### src/rtl/clock_ctrl_if.sv
// Button inputs and counter-chain control outputs of the digital-clock front-end.
// The slave side is the controller; the master side is the button/counter environment.
interface clock_ctrl_if;
  logic       BTN_MODE;
  logic       BTN_INC;
  logic       BTN_CLR;
  logic       EN_SEC;
  logic       INC_SEC;
  logic       INC_MIN;
  logic       INC_HOUR;
  logic       CLR;
  logic [1:0] MODE;
  logic       BLINK;

  modport master (
    output BTN_MODE, BTN_INC, BTN_CLR,
    input  EN_SEC, INC_SEC, INC_MIN, INC_HOUR, CLR, MODE, BLINK
  );

  modport slave (
    input  BTN_MODE, BTN_INC, BTN_CLR,
    output EN_SEC, INC_SEC, INC_MIN, INC_HOUR, CLR, MODE, BLINK
  );
endinterface

### src/rtl/clock_ctrl.sv
// Digital-clock control front-end: 1 Hz prescaler, three debounced buttons and
// the RUN/SET mode FSM that steers increment and clear pulses to the counter chain.
module clock_ctrl #(
  parameter int DIV    = 50000000,
  parameter int DB_CYC = 400000
) (
  input  logic        CLK,
  input  logic        RST,
  clock_ctrl_if.slave bus
);
  localparam int PW = $clog2(DIV);
  localparam int HW = $clog2(DIV / 2);
  localparam int DW = $clog2(DB_CYC);

  localparam logic [PW-1:0] PRE_ZERO  = {PW{1'b0}};
  localparam logic [PW-1:0] PRE_ONE   = PW'(1);
  localparam logic [PW-1:0] PRE_MAX   = PW'(DIV - 1);
  localparam logic [HW-1:0] HALF_ZERO = {HW{1'b0}};
  localparam logic [HW-1:0] HALF_ONE  = HW'(1);
  localparam logic [HW-1:0] HALF_MAX  = HW'(DIV / 2 - 1);
  localparam logic [DW-1:0] DB_ZERO   = {DW{1'b0}};
  localparam logic [DW-1:0] DB_ONE    = DW'(1);
  localparam logic [DW-1:0] DB_MAX    = DW'(DB_CYC - 1);

  typedef enum logic [1:0] {
    RUN      = 2'd0,
    SET_HOUR = 2'd1,
    SET_MIN  = 2'd2,
    SET_SEC  = 2'd3
  } mode_t;

  // Button vectors are indexed 0 = mode, 1 = inc, 2 = clr.
  logic [2:0]    raw_s;
  logic [2:0]    s1_r;
  logic [2:0]    s2_r;
  logic [2:0]    db_r;
  logic [2:0]    db_prev_r;
  logic [2:0]    press_r;
  logic [DW-1:0] db_cnt_r [3];

  logic          press_mode_s;
  logic          press_inc_s;
  logic          press_clr_s;

  mode_t         mode_r;
  logic [PW-1:0] presc_r;
  logic [HW-1:0] half_cnt_r;
  logic          en_sec_r;
  logic          inc_sec_r;
  logic          inc_min_r;
  logic          inc_hour_r;
  logic          clr_r;
  logic          blink_r;

  assign raw_s        = {bus.BTN_CLR, bus.BTN_INC, bus.BTN_MODE};
  assign press_mode_s = press_r[0];
  assign press_inc_s  = press_r[1];
  assign press_clr_s  = press_r[2];

  // Synchronise, debounce and edge-detect the three raw buttons.
  always_ff @(posedge CLK) begin
    if (RST) begin
      s1_r      <= 3'b000;
      s2_r      <= 3'b000;
      db_r      <= 3'b000;
      db_prev_r <= 3'b000;
      press_r   <= 3'b000;
      for (int i = 0; i < 3; i++) begin
        db_cnt_r[i] <= DB_ZERO;
      end
    end else begin
      s1_r      <= raw_s;
      s2_r      <= s1_r;
      db_prev_r <= db_r;
      press_r   <= db_r & ~db_prev_r;
      for (int i = 0; i < 3; i++) begin
        if (s2_r[i] == db_r[i]) begin
          db_cnt_r[i] <= DB_ZERO;
        end else if (db_cnt_r[i] == DB_MAX) begin
          db_r[i]     <= s2_r[i];
          db_cnt_r[i] <= DB_ZERO;
        end else begin
          db_cnt_r[i] <= db_cnt_r[i] + DB_ONE;
        end
      end
    end
  end

  // Mode FSM with registered pulse outputs, 1 Hz prescaler and blink generator.
  always_ff @(posedge CLK) begin
    if (RST) begin
      mode_r     <= RUN;
      presc_r    <= PRE_ZERO;
      half_cnt_r <= HALF_ZERO;
      en_sec_r   <= 1'b0;
      inc_sec_r  <= 1'b0;
      inc_min_r  <= 1'b0;
      inc_hour_r <= 1'b0;
      clr_r      <= 1'b0;
      blink_r    <= 1'b0;
    end else begin
      en_sec_r   <= 1'b0;
      inc_sec_r  <= 1'b0;
      inc_min_r  <= 1'b0;
      inc_hour_r <= 1'b0;
      clr_r      <= press_clr_s;

      // A mode press swallows a same-cycle inc; a clear press does too.
      if (press_mode_s) begin
        case (mode_r)
          RUN:      mode_r <= SET_HOUR;
          SET_HOUR: mode_r <= SET_MIN;
          SET_MIN:  mode_r <= SET_SEC;
          default:  mode_r <= RUN;
        endcase
      end else if (press_inc_s && !press_clr_s) begin
        case (mode_r)
          SET_HOUR: inc_hour_r <= 1'b1;
          SET_MIN:  inc_min_r  <= 1'b1;
          SET_SEC:  inc_sec_r  <= 1'b1;
          default:  inc_hour_r <= 1'b0;
        endcase
      end else begin
        mode_r <= mode_r;
      end

      // Counting also stops on the edge that leaves RUN, so no tick lands in a SET mode.
      if (press_clr_s || press_mode_s || (mode_r != RUN)) begin
        presc_r <= PRE_ZERO;
      end else if (presc_r == PRE_MAX) begin
        presc_r  <= PRE_ZERO;
        en_sec_r <= 1'b1;
      end else begin
        presc_r <= presc_r + PRE_ONE;
      end

      if (press_mode_s) begin
        half_cnt_r <= HALF_ZERO;
        blink_r    <= (mode_r != SET_SEC);
      end else if (mode_r == RUN) begin
        half_cnt_r <= HALF_ZERO;
        blink_r    <= 1'b0;
      end else if (half_cnt_r == HALF_MAX) begin
        half_cnt_r <= HALF_ZERO;
        blink_r    <= ~blink_r;
      end else begin
        half_cnt_r <= half_cnt_r + HALF_ONE;
      end
    end
  end

  assign bus.EN_SEC   = en_sec_r;
  assign bus.INC_SEC  = inc_sec_r;
  assign bus.INC_MIN  = inc_min_r;
  assign bus.INC_HOUR = inc_hour_r;
  assign bus.CLR      = clr_r;
  assign bus.MODE     = mode_r;
  assign bus.BLINK    = blink_r;
endmodule

### src/flat_wrapper.sv
// flat-port wrapper written by rule: the top's interface ports become plain ports
module clock_ctrl_flat 
#(
  parameter int DIV    = 50000000,
  parameter int DB_CYC = 400000
)
  (CLK, RST, bus_BTN_MODE, bus_BTN_INC, bus_BTN_CLR, bus_EN_SEC, bus_INC_SEC, bus_INC_MIN, bus_INC_HOUR, bus_CLR, bus_MODE, bus_BLINK);
  clock_ctrl_if bus_i ();
  input  logic CLK;
  input  logic RST;
  input wire logic [$bits(bus_i.BTN_MODE)-1:0] bus_BTN_MODE;
  input wire logic [$bits(bus_i.BTN_INC)-1:0] bus_BTN_INC;
  input wire logic [$bits(bus_i.BTN_CLR)-1:0] bus_BTN_CLR;
  output wire logic [$bits(bus_i.EN_SEC)-1:0] bus_EN_SEC;
  output wire logic [$bits(bus_i.INC_SEC)-1:0] bus_INC_SEC;
  output wire logic [$bits(bus_i.INC_MIN)-1:0] bus_INC_MIN;
  output wire logic [$bits(bus_i.INC_HOUR)-1:0] bus_INC_HOUR;
  output wire logic [$bits(bus_i.CLR)-1:0] bus_CLR;
  output wire logic [$bits(bus_i.MODE)-1:0] bus_MODE;
  output wire logic [$bits(bus_i.BLINK)-1:0] bus_BLINK;
  assign bus_i.BTN_MODE = bus_BTN_MODE;
  assign bus_i.BTN_INC = bus_BTN_INC;
  assign bus_i.BTN_CLR = bus_BTN_CLR;
  assign bus_EN_SEC = bus_i.EN_SEC;
  assign bus_INC_SEC = bus_i.INC_SEC;
  assign bus_INC_MIN = bus_i.INC_MIN;
  assign bus_INC_HOUR = bus_i.INC_HOUR;
  assign bus_CLR = bus_i.CLR;
  assign bus_MODE = bus_i.MODE;
  assign bus_BLINK = bus_i.BLINK;
  clock_ctrl #(.DIV(DIV), .DB_CYC(DB_CYC)) u_core (.CLK(CLK), .RST(RST), .bus(bus_i));
endmodule
### config.mk
export PLATFORM = sky130hd
export DESIGN_NAME = clock_ctrl_flat
export DESIGN_NICKNAME = d
export VERILOG_FILES = /design/src/rtl/clock_ctrl_if.sv /design/src/rtl/clock_ctrl.sv /design/src/flat_wrapper.sv
export SDC_FILE = /design/constraint.sdc
export NUM_CORES = 1
export LEC_CHECK = 0
export CORE_AREA = 2 2 120 122
export DETAILED_ROUTE_END_ITERATION = 8
export DIE_AREA = 0 0 122 124
export DONT_BUFFER_PORTS = 1
export PLACE_DENSITY_LB_ADDON = 0.12
export SLEW_MARGIN = 20
export SYNTH_ARGS = -nofsm -noshare
export SYNTH_HDL_FRONTEND = slang
export SYNTH_SLANG_ARGS = --single-unit
### constraint.sdc
create_clock -name CLK -period 3.8 [get_ports CLK]
set_clock_uncertainty 0.2 [all_clocks]
set_input_delay 0.76 -clock CLK [delete_from_list [all_inputs] [get_ports CLK]]
set_output_delay 0.76 -clock CLK [all_outputs]
set_load 0.01 [all_outputs]
==> flow_metrics.tcl <==
set metrics [dict create \
    status "finished clean" \
    coreArea_sq_um 13700 \
    syn_to_final_growth_pct 15.5 \
    hold_viol 0 \
    antenna_found_initial 0 \
    hold_path.class "flop to flop" \
    worst_ep_required_time_ns 3.76 \
    port_buffers 0 \
    hold_end "u_core.press_r[2]$_SDFF_PP0_" \
    cp.depth 6 \
    syn_inst 657 \
    ys_warn_count 0 \
    reg2reg_depth 6 \
    ios 13 \
    start_util 0.463 \
    worstPathCellList "ha_1 > and4_1 > nand3_1 > o21ai_1 > buf_4 > a21oi_1" \
    dpl.hpwl_mm 8.47 \
    antenna_cells 0 \
    path_class "flop to flop" \
    drc 0 \
    vias_per_cell 5.38 \
    die_w_um 122 \
    grt_pass1_vias 4767 \
    ys_ff_latch 131 \
    maxCapViolCount 0 \
    timing.rr.end "u_core.db_cnt_r[2][14]$_SDFFCE_PN0P_" \
    crit_arrival_ns 2.48 \
    min_period_ns 2.52 \
    slew_headroom 0.477 \
    async_reset_ff_frac 0 \
    gp_congestion 0.824 \
    drv_slew 0 \
    ir_drop_v 0.000294 \
    gr-total-overflow 0 \
    die_y_um 124 \
    h-tree-depth 4 \
    fin_crit_sh 0.663 \
    tightest_slew_ns 0.780 \
    avgRoutedWirePerCell_um 13.4 \
    fin_area_sq_um 7340 \
    nets 730 \
    postCtsSetupRepairBufs 0 \
    grt_pass1_wl_mm 21.0 \
    row_count 43 \
    worstSetupEndpointType "flop" \
    power_leakage_nw 2.41 \
    avgSynthCellArea_sq_um 9.67 \
    r2r_start "u_core.db_cnt_r[2][0]$_SDFFCE_PN0P_" \
    vias 4887 \
    clock_path_buffers 2 \
    cp_num_buf_inv 1 \
    path_clk_slew_ns 0.06 \
    setup_viol 0 \
    clk_latency_ns 0.42 \
    root_buffer "clkbuf_16" \
    die_area_sq_um 15100 \
    synthDistinctLibCells 49 \
    postRouteAntennaNets 0 \
    synth_edf_count 57 \
    cts-resized-gates 0 \
    crit_fanout 10 \
    regToRegSetupSlack_ns 1.28 \
    numCtsBuffers 17 \
    drtIter0Drc 255 \
    crit_family "compound AO/OA/AOI/OAI gates" \
    crit_slowest_cell "o21ai_1" \
    wl_mm 12.2 \
    hold_path_depth 1 \
    hold_start "u_core.db_prev_r[2]$_SDFF_PP0_" \
    fin_cells 909 \
    cts_tree "done" \
    final_common_cell "nor2_1" \
    synth-seq-area-share 0.502 \
    cts_hold_buf 0 \
    powerDensity_nw_per_um2 442 \
    placed_area_sq_um 6740 \
    track_usage 0.175 \
    rsz0062_at_grt "false" \
    drt_pass1_iterations 4 \
    final_layout_size_suffix_gt1_frac 0.0645 \
    critPathMaxStageDelay_ns 0.59 \
    clkSinkCount 131 \
    yosys_most_used_dff "dfxtp_1" \
    final_cell_mix "nor2_1 (81), dfxtp_1 (74), edfxtp_1 (57), conb_1 (57), nand3_1 (39)" \
    max_freq_mhz 397 \
    critPathLaunchType "flop" \
    utilization 0.535 \
    grt_max_degree 26 \
    fin_tns_setup_ns 0 \
    placed_cells 877 \
    syn_area_sq_um 6360 \
]
==> area by class of cell <==
type                       instances  area, sq um
clock buffer                      19          475
timing repair buffer               5         37.5
multi-input combinational        541         3210
tap                              180          225
sequential                       131         3190
inverter                          20         75.1
clock inverter                    13          129
fill                            1253         6380
==> Yosys cell counts (6+ instances only) <==
master | count | area share
xnor2_1 | 30 | 0.041
nand4_1 | 26 | 0.026
and3_1 | 10 | 0.0098
ha_1 | 9 | 0.018
clkbuf_1 | 13 | 0.0077
and4_1 | 14 | 0.019
nand3_1 | 39 | 0.031
o21ai_0 | 22 | 0.017
nor3_1 | 19 | 0.015
nor4_1 | 12 | 0.012
and2_1 | 6 | 0.0059
edfxtp_1 | 57 | 0.27
dfxtp_1 | 74 | 0.23
inv_1 | 20 | 0.012
nor2_1 | 81 | 0.048
nand2_1 | 38 | 0.022
or3_1 | 23 | 0.023
o31ai_1 | 15 | 0.018
nor2b_1 | 15 | 0.015
or4_1 | 18 | 0.021
a21oi_1 | 36 | 0.028
xor2_1 | 33 | 0.045
==> worst register-to-register path: stages, from the launching register on <==
cell	delay, ns
edfxtp_1	0.39
ha_1	0.22
and4_1	0.36
nand3_1	0.16
o21ai_1	0.59
buf_4	0.29
a21oi_1	0.06
==> metal layers <==
layer / routed length, um / global-route usage
met1: 5640 / 0.210
met2: 5920 / 0.294
met3: 392 / 0.0472
met4: 203 / 0.0797
met5: 0 / 0
==> worst max-delay path by stage <==
stage	end	slack, ns	startpoint
detailed placement	u_core.db_cnt_r[2][12]$_SDFFCE_PN0P_	1.31	u_core.db_cnt_r[2][0]$_SDFFCE_PN0P_
CTS	u_core.db_cnt_r[2][12]$_SDFFCE_PN0P_	1.31	u_core.db_cnt_r[2][0]$_SDFFCE_PN0P_
global route	u_core.db_cnt_r[2][15]$_SDFFCE_PN0P_	1.14	u_core.db_cnt_r[2][0]$_SDFFCE_PN0P_
global placement	u_core.db_cnt_r[2][7]$_SDFFCE_PN0P_	1.44	u_core.db_cnt_r[2][0]$_SDFFCE_PN0P_
floorplan	u_core.db_cnt_r[2][10]$_SDFFCE_PN0P_	1.57	u_core.db_cnt_r[2][0]$_SDFFCE_PN0P_
finish	u_core.db_cnt_r[2][14]$_SDFFCE_PN0P_	1.28	u_core.db_cnt_r[2][0]$_SDFFCE_PN0P_
==> metrics by stage <==
step / setup slack (ns) / hold WS [ns] / total power, mW
6_report: 1.28 / 0.181 / 3.25
5_1_grt: 1.14 / 0.186 / 3.36
4_1_cts: 1.31 / 0.184 / 3.29
3_5_place_dp: 1.31 / 0.176 / 1.63
3_3_place_gp: 1.44 / 0.172 / 1.63
2_1_floorplan: 1.57 / 0.167 / 1.62
==> where the power goes <==
group          switching (mW)  internal, mW
registers              0.0356          1.50
clock network           0.606          1.03
logic                  0.0422        0.0278
==> cell families (layout without fill, tap and decap cells) <==
| kind of cell | Yosys count | after routing | share of synthesized area |
|---|---|---|---|
| simple gates | 321 | 321 | 0.279 |
| flops | 131 | 131 | 0.502 |
| compound gates | 88 | 88 | 0.0825 |
| xor+xnor | 63 | 63 | 0.0868 |
| buf+inv | 41 | 57 | 0.0264 |
| fa+ha+maj | 9 | 9 | 0.0177 |
| mux | 3 | 3 | 0.00472 |
| other cells | 1 | 57 | 0.000590 |
==> state kept, by name, summed over array words and instances, names as in the netlist <==
name	cells
u_core.bus.INC_MIN	1
u_core.bus.CLR	1
u_core.bus.EN_SEC	1
u_core.s1_r	3
u_core.db_prev_r	3
u_core.presc_r	26
u_core.bus.BLINK	1
u_core.bus.INC_SEC	1
u_core.bus.INC_HOUR	1
u_core.bus.MODE	2
u_core.db_cnt_r	57
u_core.half_cnt_r	25
u_core.db_r	3
u_core.s2_r	3
u_core.press_r	3
Note: power is estimated with default switching activity, not from simulation.
